[src/rtl/cdb_tag_drain_pkg.sv]
// Shared constants and types for the CDB tag drain: default widths, drain FSM states and the
// broadcast packet layout.
package cdb_tag_drain_pkg;

    localparam int unsigned FIFO_DEPTH = 4;
    localparam int unsigned TAG_WIDTH  = 4;
    localparam int unsigned DATA_WIDTH = 32;

    localparam logic [1:0] StIdle  = 2'd0;
    localparam logic [1:0] StCheck = 2'd1;
    localparam logic [1:0] StSend  = 2'd2;

    typedef struct packed {
        logic [TAG_WIDTH-1:0]  tag;
        logic [DATA_WIDTH-1:0] data;
    } cdb_pkt_t;

endpackage

[src/rtl/cdb_tag_drain_occ.sv]
// Occupancy tracker for the paired tag queue, built from the observed push strobe and the
// drain's own pop strobe. Pushes that arrive while full are dropped and flagged as overflow.
module cdb_tag_drain_occ #(
    parameter int unsigned FIFO_DEPTH = 4
) (
    input  logic                        clk,
    input  logic                        reset,
    input  logic                        push_seen,
    input  logic                        pop,
    output logic [$clog2(FIFO_DEPTH):0] count,
    output logic                        empty,
    output logic                        full,
    output logic                        overflow
);

    localparam int unsigned CountWidth = $clog2(FIFO_DEPTH) + 1;
    localparam logic [CountWidth-1:0] Depth = CountWidth'(FIFO_DEPTH);

    logic [CountWidth-1:0] count_q, count_d;
    logic                  ovf_q, ovf_d;

    always_comb begin
        count_d = count_q;
        ovf_d   = ovf_q;
        case ({push_seen, pop})
            2'b10: begin
                if (count_q == Depth) begin
                    ovf_d = 1'b1;
                end else begin
                    count_d = count_q + CountWidth'(1);
                end
            end
            2'b01:   count_d = count_q - CountWidth'(1);
            default: ;
        endcase
    end

    always_ff @(posedge clk) begin
        if (reset) begin
            count_q <= '0;
            ovf_q   <= 1'b0;
        end else begin
            count_q <= count_d;
            ovf_q   <= ovf_d;
        end
    end

    assign count    = count_q;
    assign empty    = (count_q == '0);
    assign full     = (count_q == Depth);
    assign overflow = ovf_q;

endmodule

[src/rtl/cdb_tag_drain.sv]
// Consumer end of the in-order tag queue: waits for the head tag's result, broadcasts it on the
// CDB with a valid/ready handshake, then pops the queue and acks the producing RS entry.
module cdb_tag_drain #(
    parameter int unsigned FIFO_DEPTH = cdb_tag_drain_pkg::FIFO_DEPTH,
    parameter int unsigned TAG_WIDTH  = cdb_tag_drain_pkg::TAG_WIDTH,
    parameter int unsigned DATA_WIDTH = cdb_tag_drain_pkg::DATA_WIDTH
) (
    input  logic                                  clk,
    input  logic                                  reset,
    input  logic                                  push_seen,
    input  logic [TAG_WIDTH-1:0]                  front_tag,
    input  logic [(2**TAG_WIDTH)-1:0]             rs_done,
    input  logic [(2**TAG_WIDTH)*DATA_WIDTH-1:0]  rs_result,
    output logic                                  pop,
    output logic [(2**TAG_WIDTH)-1:0]             rs_ack,
    output logic                                  cdb_valid,
    input  logic                                  cdb_ready,
    output logic [TAG_WIDTH-1:0]                  cdb_tag,
    output logic [DATA_WIDTH-1:0]                 cdb_data,
    output logic [$clog2(FIFO_DEPTH):0]           count,
    output logic                                  empty,
    output logic                                  full,
    output logic                                  overflow
);

    import cdb_tag_drain_pkg::*;

    localparam int unsigned NumTags    = 2**TAG_WIDTH;
    localparam int unsigned CountWidth = $clog2(FIFO_DEPTH) + 1;

    logic [1:0]            state_q, state_d;
    logic [TAG_WIDTH-1:0]  tag_q;
    logic [DATA_WIDTH-1:0] data_q;
    logic [DATA_WIDTH-1:0] head_data;
    logic [NumTags-1:0]    ack_onehot;
    logic                  head_done;
    logic                  accept;

    always_comb begin
        head_data  = '0;
        ack_onehot = '0;
        for (int t = 0; t < NumTags; t++) begin
            if (front_tag == TAG_WIDTH'(t)) begin
                head_data = rs_result[t*DATA_WIDTH +: DATA_WIDTH];
            end
            ack_onehot[t] = (tag_q == TAG_WIDTH'(t));
        end
    end

    assign head_done = rs_done[front_tag];
    assign cdb_valid = (state_q == StSend);
    // A handshake landing on a reset cycle is abandoned: no pop, no ack.
    assign accept    = cdb_valid && cdb_ready && !reset;
    assign pop       = accept;
    assign rs_ack    = accept ? ack_onehot : '0;
    assign cdb_tag   = tag_q;
    assign cdb_data  = data_q;

    always_comb begin
        state_d = state_q;
        case (state_q)
            StIdle:  if (!empty) state_d = StCheck;
            StCheck: if (head_done) state_d = StSend;
            StSend: begin
                // count >= 1 here, so occupancy after the pop is non-zero unless count was 1
                // and nothing new arrived this cycle.
                if (accept) begin
                    state_d = (count != CountWidth'(1) || push_seen) ? StCheck : StIdle;
                end
            end
            default: state_d = StIdle;
        endcase
    end

    always_ff @(posedge clk) begin
        if (reset) begin
            state_q <= StIdle;
            tag_q   <= '0;
            data_q  <= '0;
        end else begin
            state_q <= state_d;
            if (state_q == StCheck && head_done) begin
                tag_q  <= front_tag;
                data_q <= head_data;
            end
        end
    end

    cdb_tag_drain_occ #(
        .FIFO_DEPTH (FIFO_DEPTH)
    ) u_occ (
        .clk       (clk),
        .reset     (reset),
        .push_seen (push_seen),
        .pop       (pop),
        .count     (count),
        .empty     (empty),
        .full      (full),
        .overflow  (overflow)
    );

endmodule

[config.mk]
export PLATFORM = sky130hd
export DESIGN_NAME = cdb_tag_drain
export DESIGN_NICKNAME = d
export VERILOG_FILES = /design/src/rtl/cdb_tag_drain_pkg.sv /design/src/rtl/cdb_tag_drain_occ.sv /design/src/rtl/cdb_tag_drain.sv
export SDC_FILE = /design/constraint.sdc
export NUM_CORES = 1
export LEC_CHECK = 0
export CAP_MARGIN = 30
export CORE_AREA = 2 2 231 233
export CTS_CLUSTER_SIZE = 12
export DETAILED_ROUTE_END_ITERATION = 8
export DIE_AREA = 0 0 233 235
export HOLD_SLACK_MARGIN = 0.12
export SETUP_SLACK_MARGIN = 0.4
export SYNTH_ARGS = -nofsm -noshare
export SYNTH_HDL_FRONTEND = slang
export SYNTH_HIERARCHICAL = 1
export SYNTH_SLANG_ARGS = --single-unit
[constraint.sdc]
create_clock -name clk -period 2.9 [get_ports clk]
set_input_delay 0.58 -clock clk [delete_from_list [all_inputs] [get_ports clk]]
set_output_delay 0.58 -clock clk [all_outputs]
set_load 0.02 [all_outputs]
Word-level counts from Yosys, hierarchy flattened. Cells that the tools add are included.

$add $sub $neg: 2. $lt $le $gt $ge: 1. Equality and inequality tests: 40. Muxes and demuxes: 26. Reductions and logical operators: 13.

Operator list (count): $mux W32 (16); $eq A4 B4 Y1 const B (16); $eq A4 B3 Y1 const B (8); $eq A4 B2 Y1 const B (4); $mux W16 (1); $eq A4 B1 Y1 const B (2); $logic_not A4 Y1 (2); $mux W2 (3); $ne A2 B2 Y1 const B (3); $pmux W2 S3 (1); $pmux W3 S2 (1); $lt A4 B5 Y1 const B (1); $bmux W1 S4 (1); $eq A2 B1 Y1 const B (2); $eq A2 B2 Y1 const B (2); $reduce_and A2 Y1 (2); $add A3 B1 Y3 const B (1); $eq A3 B3 Y1 const B (1); $logic_and A1 B1 Y1 (3); $logic_not A3 Y1 (1); $mux W3 (1); $ne A3 B1 Y1 const B (1); $reduce_and A3 Y1 (1); $sub A3 B1 Y3 const B (1); other kinds (6) (7).

Bits in registers: 42. Bits of input ports: 536. Output and inout bits: 60. Word-level logic and storage cells: 87.

Logic depth before layout (Yosys ltp).
Depth in word-level cells: 17. Mapped depth: 10. Gate-level depth less buffers: 7.

Cells and area by module. The synthesis kept the hierarchy.

By module, submodules not included: cdb_tag_drain (times used 1, cells an instance 901, area an instance 6804.0 um^2, sequential area each 760.7 um^2); cdb_tag_drain_occ (times used 1, cells an instance 26, area an instance 241.5 um^2, sequential area each 80.1 um^2).

Least setup slack after synthesis. OpenSTA, ideal clock, no wires.

Path type: input-to-reg. From: input reset. To: register u_occ.count_q[2] (netlist: u_occ/count[2]). Setup time: 0.127 ns. Arrival time: 2.500 ns. Data required time: 2.773 ns. Slack: 0.273 ns. Stages on the path: 8. Buffers on the path: 1. Path through: clkbuf_1 clkinv_1 and3_1 or2b_1 fa_1 or3b_1 o22ai_1 a311oi_1.

Word-level cells in the longest chain between the ends: 5. Elaborated cells on any way between the ends: 8. Those cells by class: eq/ne (3); mux (1); reduce/logical (4).

RTL lines: start, declared (line cdb_tag_drain.sv:9) `input logic reset,`; $logic_not A1 Y1 (*) (line cdb_tag_drain.sv:53) `assign accept = cdb_valid && cdb_ready && !reset;`; $logic_and A1 B1 Y1 (*) (line cdb_tag_drain.sv:53); via pop (line cdb_tag_drain.sv:14) `output logic pop,`; $eq A2 B2 Y1 or $eq A2 B1 Y1 (tied branches) (line cdb_tag_drain_occ.sv:25) `case ({push_seen, pop})`; $ne A2 B2 Y1 (no source line) or $reduce_bool A2 Y1 (tied branches); $reduce_and A2 Y1 (no source line); end signal, assigned (line cdb_tag_drain_occ.sv:43) `count_q <= count_d;`; end, declared (line cdb_tag_drain_occ.sv:19) `logic [CountWidth-1:0] count_q, count_d;`.

Mark *: on every way through the listed nets, which the timed path passes. The rest lies on a longest branch. A chain may end at the register's enable or synchronous reset.

Final worst setup path.
From: input cdb_ready. To: register u_occ.count_q[2] (netlist: u_occ/count[2]).

Word-level cells in the longest chain between the ends: 5. Elaborated cells on any way between the ends: 8. Those cells by class: eq/ne (3); mux (1); reduce/logical (4).

RTL lines: start, declared (line cdb_tag_drain.sv:17) `input logic cdb_ready,`; $logic_and A1 B1 Y1 (*) (2 in a row) (line cdb_tag_drain.sv:53); $eq A2 B2 Y1 or $eq A2 B1 Y1 (tied branches) (line cdb_tag_drain_occ.sv:25); $ne A2 B2 Y1 (no source line) or $reduce_bool A2 Y1 (tied branches); $reduce_and A2 Y1 (no source line).

Mark *: on every way between the ends. The rest lies on a longest branch, timed or not.

==> reports/qor.txt <==
Crit path max-delay family = simple AND/OR/NAND/NOR gates
initial cell density of the core = 13.5%
Post-Synth XOR/XNOR Area = 0%
global route overflow = 0
FF-to-FF End = u_occ/count[2]
Fmax = 0.398 GHz
syn avg cell area = 7.60 µm²
mux contribution to synthesized area = 20.3%
antenna violations before repair = 11
synthesis-to-layout area growth = 109%
vias in the first global route = 11500
Min-Delay Path Class = reg -> reg
R2R Path Start = state_q[1]
crit path time final = 2.51 ns
Netlist cell types = 82
port bufs = 595
DRC violations left = 0
Slew @ Worst Pin = 0.828 ns
WHS Path Cells = 2
dpl cells = 2240
Layout Cells excl Fill = 2262
vias per inst = 4.78
first-pass GRT wire length = 82300 µm
Total Wirelength = 59800 µm
CTS max path bufs = 2
Layout Nets = 2103
MaxCap Viol Count = 0
Setup crit end kind = register
compound-cell area share of the yosys netlist = 37.9%
CTS root buf = clkbuf_16
ys flop type = dfxtp_1
Reg clk slew, reported paths = 0.07 ns
Post-Synthesis Cells = 927
startpoint types = primary input
Core Area = 52200 µm²
Crit Path Max Fanout = 6
Seq/Total Area, Yosys = 11.9%
vias post-DR = 10800
outcome = complete, no violations
WHS Endpoint = cdb_data[29]
total CTS buffers = 5
Slew Viols, Final = 0
EDFF count, synth = 0
Worst-Skew Late Latency = 0.30 ns
asr flop ratio synth = 0%
Mapped Area = 7050 µm²
final hold slack = 0.459 ns
Required @ worst endpoint = 3.06 ns
io pins = 596
initial drt markers = 536
die area = 54800 µm²
adder-cell share of the synthesized area = 0.284%
HPWL after DPL = 50700 µm
die height = 235 µm
CTS Hold Bufs = 0
largest net degree at the start of global routing = 48
crit share post-route = 86.7%
wire per inst = 26.4 µm
die width = 233 µm
R2R cell count = 8
Worst Hold Launch = cdb_data[29]
Crit Path Class = in -> reg
Synth Area in Simple Gates = 20.6%
GRT Total Usage = 21.0%
Routed Antenna Nets = 0
CP arrival = 2.68 ns
fraction of layout cells with a size suffix above 1 = 17.4%
drt pass-1 iters = 8
CTS HTree Levels = 2
final setup fails = 0
gp weighted congestion = 0.945
worst path cell trace = clkdlybuf4s50_1 -> and3_4 -> buf_4 -> or2b_1 -> fa_2 -> or3b_4 -> o22ai_1 -> a311oi_1
CP max-delay cell = clkdlybuf4s50_1
final hold viol count = 0
peak supply drop = 0.000307 V
R2R setup slack = 0.46 ns
clock skew = 0.00630 ns
main combinational cell family by area after synthesis = compound AO/OA/AOI/OAI gates
#FFs+latches synth = 42
worst path bufs/invs = 2
Post-DP Area = 14400 µm²
pwr dens = 255 nW/µm²
TritonCTS clock tree = done
CTS Sinks = 42
largest stage delay on the critical path = 0.50 ns
Pleak = 5.30 nW
syn_nets = 1464
number of rows in the core area = 84
synth warn = 6
Final Cell Area = 14700 µm²
max_slew headroom = 44.8%
RSZ-0062 raised after global routing = yes
-- how the worst max path moves through the flow --
stage / startpoint / to / cells after the start
5_1_grt: cdb_ready / rs_ack[8] / 5
4_1_cts: cdb_ready / rs_ack[4] / 6
6_report: cdb_ready / u_occ/count[2] / 8
2_1_floorplan: reset / u_occ/count[2] / 8
3_5_place_dp: front_tag[0] / cdb_data[21] / 8
3_3_place_gp: cdb_ready / rs_ack[0] / 6
-- power by group --
group	switching, mW	total, mW	internal (mW)
Clock	0.287	0.697	0.409
Sequential	0.0547	0.696	0.642
Combinational	1.06	2.36	1.30
-- final cells by class --
type                       instances  area, µm²
fill                            5601      37500
multi-input combinational        776       5660
inverter                          10       40.0
sequential                        42        841
clock buffer                       5        125
clock inverter                     3       43.8
tap                              688        861
timing repair buffer             731       7150
antenna                            7       17.5
-- metal layers --
layer | vias up | global-route usage [%] | wire [µm]
met5 | - | 0 | 52
met4 | 8 | 6.10 | 1530
met3 | 76 | 5.80 | 5370
met2 | 646 | 35.6 | 28400
met1 | 5174 | 25.8 | 24400
li1 | 4912 | - | -
-- flip-flops by register name, indices dropped and copies added, names as in the netlist --
register,count
cdb_data,32
u_occ/count,3
u_occ/overflow,1
state_q,2
cdb_tag,4
-- logic make-up (layout without fill, tap and decap cells) --
logic type / after synthesis / count (layout)
AO/OA/AOI/OAI: 386 / 386
buffers and inverters: 109 / 749
other: 0 / 7
AND/OR/NAND/NOR: 296 / 296
multiplexers: 93 / 93
flip-flops: 42 / 42
adder cells (fa/ha/maj): 1 / 1
-- worst min-delay path: cells and delay by family, from the launching register on --
kind               cells  cell delay [ns]
DFF                    1             0.31
and+or+nand+nor        1             0.05
AOI/OAI and AO/OA      1             0.05
-- stage by stage --
| stage | total power [mW] | TNS [ns] | util [%] | setup slack [ns] |
|---|---|---|---|---|
| after floorplan | 1.59 | 0 | - | 0.415 |
| after global placement | 3.04 | -0.261 | 27.6 | -0.0692 |
| after detailed placement | 3.05 | -0.459 | 27.6 | -0.0636 |
| after CTS | 3.80 | 0 | 28.1 | 0.273 |
| after global routing | 3.98 | 0 | 28.2 | 0.329 |
| final | 3.75 | 0 | 28.2 | 0.385 |
-- cells in the mapped netlist, types with 14 or more instances --
master,n,area (µm²)
nand2_1,78,293
o22ai_1,18,113
o211ai_1,16,120
buf_6,14,158
a211oi_1,17,128
nor2_1,88,330
nor3_1,32,160
buf_4,20,150
mux2_2,15,169
clkbuf_1,25,93.8
mux2i_1,39,390
a21oi_1,74,370
dfxtp_1,42,841
mux4_2,35,788
buf_2,40,200
a22oi_1,26,195
o21ai_0,92,460
a221oi_1,19,166
nor2b_1,29,181
-- cell usage in the layout (no fill, tap or decap), drive strengths merged, types with 21 or more instances in the layout --
| master | n |
|---|---|
| clkdlybuf4s50 | 573 |
| buf | 150 |
| o21ai | 96 |
| nor2 | 90 |
| nand2 | 80 |
| a21oi | 74 |
| dfxtp | 42 |
| mux2i | 40 |
| mux4 | 37 |
| nor3 | 33 |
| nor2b | 30 |
| a22oi | 26 |
| a211oi | 21 |
-- what timing repair did --
action / CTS / global route
setup buffers: 3 / 4
endpoints found under the setup margin: 36 / 32
resized for setup: 66 / 30
cloned: 0 / 0
pin swaps: 2 / 3
Power figures use the tool's default switching activity.
